`src/rtl/aes_arb_pkg.sv`:
```
// Shared types and helpers for the AES pipeline arbiter: block/tag types and core latency.
package aes_arb_pkg;

    localparam int ID_W_MAX = 4;

    typedef logic [3:0][3:0][7:0] block_t;

    typedef struct packed {
        logic                valid;
        logic [ID_W_MAX-1:0] id;
    } tag_t;

    function automatic int core_lat(input int keylen);
        return keylen / 32 + 6;
    endfunction

endpackage

```
`src/rtl/aes_pipe_arbiter_if.sv`:
```
// Requester, encrypt-core and output-stream signals of the AES pipeline arbiter.
// The arbiter connects through the slave modport; the environment drives through master.
interface aes_pipe_arbiter_if
    import aes_arb_pkg::*;
#(
    parameter int NREQ = 4
);
    localparam int IDW = (NREQ > 1) ? $clog2(NREQ) : 1;

    logic   [NREQ-1:0]         req_valid;
    logic   [NREQ-1:0]         req_ready;
    block_t [NREQ-1:0]         req_data;
    logic                      core_valid_in;
    block_t                    core_plaintext;
    logic                      core_valid_out;
    block_t                    core_ciphertext;
    logic                      out_valid;
    logic                      out_ready;
    logic   [IDW-1:0]          out_id;
    block_t                    out_data;

    modport master (
        output req_valid, req_data, core_valid_out, core_ciphertext, out_ready,
        input  req_ready, core_valid_in, core_plaintext, out_valid, out_id, out_data
    );

    modport slave (
        input  req_valid, req_data, core_valid_out, core_ciphertext, out_ready,
        output req_ready, core_valid_in, core_plaintext, out_valid, out_id, out_data
    );

endinterface

```
`src/rtl/aes_arb_fifo.sv`:
```
// First-word-fall-through FIFO; the head entry is visible on rd_data while rd_valid is high,
// and reads as zero when empty.
module aes_arb_fifo #(
    parameter int WIDTH = 8,
    parameter int DEPTH = 16
) (
    input  logic                       clk,
    input  logic                       rst,
    input  logic                       wr_en,
    input  logic [WIDTH-1:0]           wr_data,
    input  logic                       rd_en,
    output logic [WIDTH-1:0]           rd_data,
    output logic                       rd_valid,
    output logic [$clog2(DEPTH+1)-1:0] count
);
    localparam int AW = (DEPTH > 1) ? $clog2(DEPTH) : 1;
    localparam int CW = $clog2(DEPTH + 1);

    logic [WIDTH-1:0] mem [DEPTH];
    logic [AW-1:0]    wr_ptr_reg, rd_ptr_reg;
    logic [CW-1:0]    count_reg, count_next;
    logic             full, do_wr, do_rd;

    assign full  = (count_reg == CW'(DEPTH));
    assign do_rd = rd_en && (count_reg != '0);
    assign do_wr = wr_en && (!full || do_rd);

    always_ff @(posedge clk) begin
        if (do_wr) begin
            mem[wr_ptr_reg] <= wr_data;
        end
    end

    always_comb begin
        count_next = count_reg;
        if (do_wr && !do_rd) begin
            count_next = count_reg + CW'(1);
        end else if (!do_wr && do_rd) begin
            count_next = count_reg - CW'(1);
        end
    end

    always_ff @(posedge clk or posedge rst) begin
        if (rst) begin
            wr_ptr_reg <= '0;
            rd_ptr_reg <= '0;
            count_reg  <= '0;
        end else begin
            count_reg <= count_next;
            if (do_wr) begin
                wr_ptr_reg <= (wr_ptr_reg == AW'(DEPTH - 1)) ? '0 : wr_ptr_reg + AW'(1);
            end
            if (do_rd) begin
                rd_ptr_reg <= (rd_ptr_reg == AW'(DEPTH - 1)) ? '0 : rd_ptr_reg + AW'(1);
            end
        end
    end

    assign rd_valid = (count_reg != '0);
    assign rd_data  = rd_valid ? mem[rd_ptr_reg] : '0;
    assign count    = count_reg;

    a_no_overflow: assert property (@(posedge clk) disable iff (rst) !(wr_en && full && !do_rd));

endmodule

```
`src/rtl/aes_pipe_arbiter.sv`:
```
// Round-robin sharing of one pipelined AES encrypt core; issue is credit-gated against
// output FIFO space. Optional per-requester statistics when AES_ARB_STATS_EN is defined.
module aes_pipe_arbiter
    import aes_arb_pkg::*;
#(
    parameter int KEYLEN     = 128,
    parameter int NREQ       = 4,
    parameter int FIFO_DEPTH = 16
) (
    input  logic                  clk,
    input  logic                  rst,
    aes_pipe_arbiter_if.slave     bus
`ifdef AES_ARB_STATS_EN
    ,
    output logic [NREQ-1:0][31:0] stat_issued,
    output logic [31:0]           stat_stall_cycles
`endif
);
    localparam int CORE_LAT = core_lat(KEYLEN);
    localparam int IDW      = (NREQ > 1) ? $clog2(NREQ) : 1;
    localparam int CW       = $clog2(FIFO_DEPTH + 1);
    localparam int FW       = 128 + IDW;

    if (FIFO_DEPTH < CORE_LAT + 1 || NREQ < 2 || NREQ > 16) begin : g_bad_cfg
        $error("aes_pipe_arbiter: need FIFO_DEPTH >= CORE_LAT+1 and 2 <= NREQ <= 16");
    end

    logic [CW-1:0]   credits_reg, credits_next;
    logic [IDW-1:0]  rr_ptr_reg, rr_ptr_next;
    logic [IDW-1:0]  cand_idx [NREQ];
    logic [IDW-1:0]  grant_idx;
    logic            grant_found;
    logic [NREQ-1:0] grant_vec;
    logic            accept, pop;
    logic            core_valid_in_reg;
    block_t          core_plaintext_reg;
    tag_t            tag_pipe_reg [CORE_LAT+1];
    tag_t            tail_tag;
    logic [FW-1:0]   fifo_rd_data;
    logic [CW-1:0]   fifo_count;

    for (genvar gi = 0; gi < NREQ; gi++) begin : g_cand
        assign cand_idx[gi] = IDW'((int'(rr_ptr_reg) + gi) % NREQ);
    end

    // Nearest valid requester at or after rr_ptr wins.
    always_comb begin
        grant_found = 1'b0;
        grant_idx   = '0;
        for (int i = 0; i < NREQ; i++) begin
            if (!grant_found && bus.req_valid[cand_idx[i]]) begin
                grant_found = 1'b1;
                grant_idx   = cand_idx[i];
            end
        end
    end

    for (genvar gi = 0; gi < NREQ; gi++) begin : g_grant
        assign grant_vec[gi] = grant_found && (credits_reg != '0) && (grant_idx == IDW'(gi));
    end

    assign bus.req_ready = grant_vec;
    assign accept        = |(bus.req_valid & grant_vec);
    assign pop           = bus.out_valid && bus.out_ready;

    always_comb begin
        credits_next = credits_reg;
        rr_ptr_next  = rr_ptr_reg;
        if (accept && !pop) begin
            credits_next = credits_reg - CW'(1);
        end else if (!accept && pop) begin
            credits_next = credits_reg + CW'(1);
        end
        if (accept) begin
            rr_ptr_next = (int'(grant_idx) == NREQ - 1) ? '0 : grant_idx + IDW'(1);
        end
    end

    always_ff @(posedge clk or posedge rst) begin
        if (rst) begin
            credits_reg        <= CW'(FIFO_DEPTH);
            rr_ptr_reg         <= '0;
            core_valid_in_reg  <= 1'b0;
            core_plaintext_reg <= '0;
        end else begin
            credits_reg       <= credits_next;
            rr_ptr_reg        <= rr_ptr_next;
            core_valid_in_reg <= accept;
            if (accept) begin
                core_plaintext_reg <= bus.req_data[grant_idx];
            end
        end
    end

    assign bus.core_valid_in  = core_valid_in_reg;
    assign bus.core_plaintext = core_plaintext_reg;

    // Stage 0 loads together with core_valid_in, so the last stage lines up with core_valid_out.
    always_ff @(posedge clk or posedge rst) begin
        if (rst) begin
            tag_pipe_reg[0] <= '0;
        end else begin
            tag_pipe_reg[0] <= '{valid: accept, id: ID_W_MAX'(grant_idx)};
        end
    end

    for (genvar gi = 1; gi <= CORE_LAT; gi++) begin : g_tag_pipe
        always_ff @(posedge clk or posedge rst) begin
            if (rst) begin
                tag_pipe_reg[gi] <= '0;
            end else begin
                tag_pipe_reg[gi] <= tag_pipe_reg[gi-1];
            end
        end
    end

    assign tail_tag = tag_pipe_reg[CORE_LAT];

    aes_arb_fifo #(
        .WIDTH (FW),
        .DEPTH (FIFO_DEPTH)
    ) u_fifo (
        .clk      (clk),
        .rst      (rst),
        .wr_en    (bus.core_valid_out),
        .wr_data  ({tail_tag.valid ? tail_tag.id[IDW-1:0] : IDW'(0), bus.core_ciphertext}),
        .rd_en    (bus.out_ready),
        .rd_data  (fifo_rd_data),
        .rd_valid (bus.out_valid),
        .count    (fifo_count)
    );

    assign bus.out_id   = fifo_rd_data[FW-1 -: IDW];
    assign bus.out_data = fifo_rd_data[127:0];

    a_tag_match: assert property (@(posedge clk) disable iff (rst)
        bus.core_valid_out |-> tail_tag.valid);
    a_tag_range: assert property (@(posedge clk) disable iff (rst)
        tail_tag.valid |-> (int'(tail_tag.id) < NREQ));
    a_credit_sum: assert property (@(posedge clk) disable iff (rst)
        (int'(fifo_count) + int'(credits_reg)) <= FIFO_DEPTH);

`ifdef AES_ARB_STATS_EN
    logic [31:0] issued_reg [NREQ];
    logic [31:0] stall_reg;

    for (genvar gi = 0; gi < NREQ; gi++) begin : g_stat_issued
        always_ff @(posedge clk or posedge rst) begin
            if (rst) begin
                issued_reg[gi] <= '0;
            end else if (bus.req_valid[gi] && grant_vec[gi]) begin
                issued_reg[gi] <= issued_reg[gi] + 32'd1;
            end
        end
        assign stat_issued[gi] = issued_reg[gi];
    end

    always_ff @(posedge clk or posedge rst) begin
        if (rst) begin
            stall_reg <= '0;
        end else if ((|bus.req_valid) && (credits_reg == '0)) begin
            stall_reg <= stall_reg + 32'd1;
        end
    end

    assign stat_stall_cycles = stall_reg;
`endif

endmodule

```
`src/flat_wrapper.sv`:
```
// flat-port wrapper written by rule: the top's interface ports become plain ports
module aes_pipe_arbiter_flat import aes_arb_pkg::*;
#(
    parameter int KEYLEN     = 128,
    parameter int NREQ       = 4,
    parameter int FIFO_DEPTH = 16
)
  (clk, rst, bus_req_valid, bus_req_data, bus_core_valid_out, bus_core_ciphertext, bus_out_ready, bus_req_ready, bus_core_valid_in, bus_core_plaintext, bus_out_valid, bus_out_id, bus_out_data);
  aes_pipe_arbiter_if #(.NREQ(NREQ)) bus_i ();
  input  logic clk;
  input  logic rst;
  input wire logic [$bits(bus_i.req_valid)-1:0] bus_req_valid;
  input wire logic [$bits(bus_i.req_data)-1:0] bus_req_data;
  input wire logic [$bits(bus_i.core_valid_out)-1:0] bus_core_valid_out;
  input wire logic [$bits(bus_i.core_ciphertext)-1:0] bus_core_ciphertext;
  input wire logic [$bits(bus_i.out_ready)-1:0] bus_out_ready;
  output wire logic [$bits(bus_i.req_ready)-1:0] bus_req_ready;
  output wire logic [$bits(bus_i.core_valid_in)-1:0] bus_core_valid_in;
  output wire logic [$bits(bus_i.core_plaintext)-1:0] bus_core_plaintext;
  output wire logic [$bits(bus_i.out_valid)-1:0] bus_out_valid;
  output wire logic [$bits(bus_i.out_id)-1:0] bus_out_id;
  output wire logic [$bits(bus_i.out_data)-1:0] bus_out_data;
  assign bus_i.req_valid = bus_req_valid;
  assign bus_i.req_data = bus_req_data;
  assign bus_i.core_valid_out = bus_core_valid_out;
  assign bus_i.core_ciphertext = bus_core_ciphertext;
  assign bus_i.out_ready = bus_out_ready;
  assign bus_req_ready = bus_i.req_ready;
  assign bus_core_valid_in = bus_i.core_valid_in;
  assign bus_core_plaintext = bus_i.core_plaintext;
  assign bus_out_valid = bus_i.out_valid;
  assign bus_out_id = bus_i.out_id;
  assign bus_out_data = bus_i.out_data;
  aes_pipe_arbiter #(.KEYLEN(KEYLEN), .NREQ(NREQ), .FIFO_DEPTH(FIFO_DEPTH)) u_core (.clk(clk), .rst(rst), .bus(bus_i));
endmodule
```
`config.mk`:
```
export PLATFORM = sky130hd
export DESIGN_NAME = aes_pipe_arbiter_flat
export DESIGN_NICKNAME = d
export VERILOG_FILES = /design/src/rtl/aes_arb_pkg.sv /design/src/rtl/aes_pipe_arbiter_if.sv /design/src/rtl/aes_arb_fifo.sv /design/src/rtl/aes_pipe_arbiter.sv /design/src/flat_wrapper.sv
export SDC_FILE = /design/constraint.sdc
export NUM_CORES = 2
export LEC_CHECK = 0
export CAP_MARGIN = 20
export CORE_MARGIN = 2
export CORE_UTILIZATION = 25
export CTS_BUF_LIST = sky130_fd_sc_hd__clkbuf_8
export CTS_CLUSTER_SIZE = 24
export DETAILED_ROUTE_END_ITERATION = 10
export SETUP_SLACK_MARGIN = 0.2
export SYNTH_ARGS = -nofsm -noshare
export SYNTH_HDL_FRONTEND = slang
export SYNTH_SLANG_ARGS = --single-unit
```
`constraint.sdc`:
```
create_clock -name clk -period 7.4 [get_ports clk]
set_input_delay 1.11 -clock clk [delete_from_list [all_inputs] [get_ports clk]]
set_output_delay 1.11 -clock clk [all_outputs]
set_load 0.05 [all_outputs]
```
==> flow_summary.toml <==
[global_route]
busiest_layer = "met2"
use_met3 = 0.0360
grt_util_met2 = 0.268
grt_max_degree = 194
antenna_found_initial = 80
overflow = 0
track_usage = 0.154
met1_usage = 0.176
grt_pass1_wl_mm = 411
grt_pass1_vias = 54100

[timing]
clock_skew_ns = 0.132
setup_slack_ns = 1.40
layout_min_cycle_time_ns = 6.00
fmax_mhz = 167
setup_viol = 0
hold_violations = 0
rsz0062_at_grt = "false"
worstMarginPinSlew_ns = 1.25
slew_headroom = 0.170
fin_setup_tns_ns = 0
slew_violations = 0
whs_ns = 0.342
fin_crit_sh = 0.811

[min_path]
hp-class = "flip-flop to flip-flop"

[clocking]
cts_root_buf = "clkbuf_8"
ctsHoldBuffers = 0
cts_max_path_buffers = 4
insertion_delay_ns = 1.05
cts_tree = "yes"
numCtsBuffers = 382
clock-sinks = 2261
post_cts_buffers = 0
h-tree-depth = 5
cts_resized = 0
path_clk_slew_ns = 0.06

[floorplanning]
initial_utilization = 0.252
die_h_um = 609
ioPinCount = 912
die-area_sq_um = 370000
num_rows = 221
core_sq_um = 363000
die_w_um = 609

[routing]
vias = 50600
wire_per_inst_um = 27.4
drt-pass1-iter-count = 5
drt_iter0_markers = 3930
wirelength_mm = 295
postRouteAntennaNets = 0
viasPerCell = 4.71
drc = 0

[worst_setup_path]
worstPathCellList = "buf_12, buf_12, mux4_2, nor2b_1, a211oi_1, a211oi_1, clkdlybuf4s50_1"
required_ns = 6.29
critPathKind = "flip-flop to output port"
rrSetupSlack_ns = 3.16
arrival_ns = 4.89
max_stage_delay_ns = 1.07
crit_path_end_kind = "output port"
cp_max_fo = 51
crit_path_start_kind = "flip-flop"
slowest_stage = "dfrtp_4"

[layout]
fin_area_sq_um = 113000
layout-drive-gt1-share = 0.220
mostFrequentLayoutCell = "edfxtp_1"
largest_reg_flops = 2080
fin_nets = 6275
area_growth_pct = 24.1
final_cell_mix = "edfxtp_1 (2080), clkdlybuf4s50_1 (911), mux4_2 (520), a211oi_1 (453), clkbuf_8 (391)"

[run_status]
status = "complete, no violations"

[logic_synthesis]
avgSynthCellArea_sq_um = 20.0
synth_seq_area_share = 0.733
synth_top_area_share = 0.684
yosys_warnings = 0
synth_edf_count = 2080
ys_types = 48
async_flop_share = 0.0801
syn-cell-area_sq_um = 91400
synth-main-ff-cell = "edfxtp_1"
synthTopCellsByArea = "edfxtp_1 (68%), mux4_2 (13%), dfrtp_1 (4.9%)"
synthesis.nets = 5235
yosys.area.top_type = "edfxtp_1"
synth_cells = 4571
synth-seq-cells = 2261

[power_and_ir_drop]
p_leak_nw = 36.7
switching_share = 0.390
powerDensity_nw_per_um2 = 406
ir_worst_vdd_mv = 0.281
p_clk_frac = 0.227
p_sw_mw = 18.0
internal_power_mw = 28.1
p_seq_frac = 0.354
pwr-share-comb = 0.418

[placement]
place_congestion = 0.916
dpl-instance-area_sq_um = 106000
dp_slack_ns = 1.87
io_buffers = 911
hpwl_mm = 177

[flow_run]
drv_cap = 0
-- metrics by stage --
| stage | power, mW | cells | util |
|---|---|---|---|
| 2_1_floorplan | 29.4 | 4571 | - |
| 3_3_place_gp | 35.9 | 10000 | 0.293 |
| 3_5_place_dp | 36.1 | 10000 | 0.293 |
| 4_1_cts | 46.7 | 10700 | 0.312 |
| 5_1_grt | 48.1 | 10700 | 0.312 |
| 6_report | 46.0 | 10700 | 0.312 |
-- cell families after synthesis --
logic type      after synthesis  synth area share
flops                      2261             0.733
compound gates              676            0.0643
mux                         654             0.143
simple gates                577            0.0372
buf+inv                     375            0.0189
fa+ha+maj                    16           0.00236
xor+xnor                     12           0.00115
-- worst max-delay path, delay by kind of cell, from the launching register on --
kind,cells,cell delay [ns]
flops,1,1.07
buf+inv,3,1.51
simple gates,1,0.15
compound gates,2,0.65
mux,1,0.31
-- cell type report --
| cell class | instances | area (sq um) |
|---|---|---|
| Clock inverter | 292 | 1620 |
| Tap cell | 4794 | 6000 |
| Antenna cell | 42 | 105 |
| Inverter | 13 | 61.3 |
| Clock buffer | 391 | 5380 |
| Multi-Input combinational cell | 1935 | 22800 |
| Sequential cell | 2261 | 67000 |
| Timing Repair Buffer | 1018 | 10400 |
| Fill cell | 35000 | 250000 |
-- Yosys cell counts, types with 7 or more instances --
cell,number
ha_1,14
edfxtp_1,2080
a211oi_2,63
o31ai_2,100
and3_1,265
mux4_2,520
a211oi_1,453
and2_1,13
mux2i_1,130
a21oi_1,9
inv_1,11
nor2b_1,134
buf_1,15
buf_4,11
clkbuf_1,197
buf_2,127
nand2_1,12
nand3_1,135
nor2_1,7
dfrtp_1,180
o21ai_0,9
o31ai_1,30
xnor2_1,8
-- power by group through the flow --
stage / Combinational [mW] / Clock (mW) / Sequential [mW]
finish: 19.3 / 10.5 / 16.3
global route: 20.3 / 11.4 / 16.4
CTS: 19.6 / 10.8 / 16.3
detailed placement: 19.5 / 0 / 16.6
global placement: 19.4 / 0 / 16.5
floorplan: 11.9 / 0 / 17.5
-- layer usage --
| metal | vias up | wire, um | share of wire |
|---|---|---|---|
| met5 | - | 189 | 0.00064 |
| met4 | 28 | 15200 | 0.051 |
| met3 | 566 | 18700 | 0.063 |
| met2 | 1865 | 150000 | 0.51 |
| met1 | 26700 | 111000 | 0.38 |
| li1 | 21400 | - | - |
-- path summary, 6_finish.rpt --
path | depth (start not counted) | to | startpoint
max reg2reg | 12 | u_core.bus.core_plaintext[61]$_DFFE_PP0N_ | u_core.rr_ptr_reg[0]$_DFFE_PP0N_
min | 0 | u_core.tag_pipe_reg[15]$_DFF_PP0_ | u_core.tag_pipe_reg[20]$_DFF_PP0_
min reg2reg | 0 | u_core.tag_pipe_reg[15]$_DFF_PP0_ | u_core.tag_pipe_reg[20]$_DFF_PP0_
max in group asynchronous | 3 | u_core.u_fifo.rd_ptr_reg[2]$_DFFE_PP0P_ | rst
max | 7 | bus_out_data[21] | u_core.u_fifo.rd_ptr_reg[0]$_DFFE_PP0P_
min in group asynchronous | 2 | u_core.bus.core_plaintext[95]$_DFFE_PP0N_ | rst
Power figures use the tool's default switching activity.
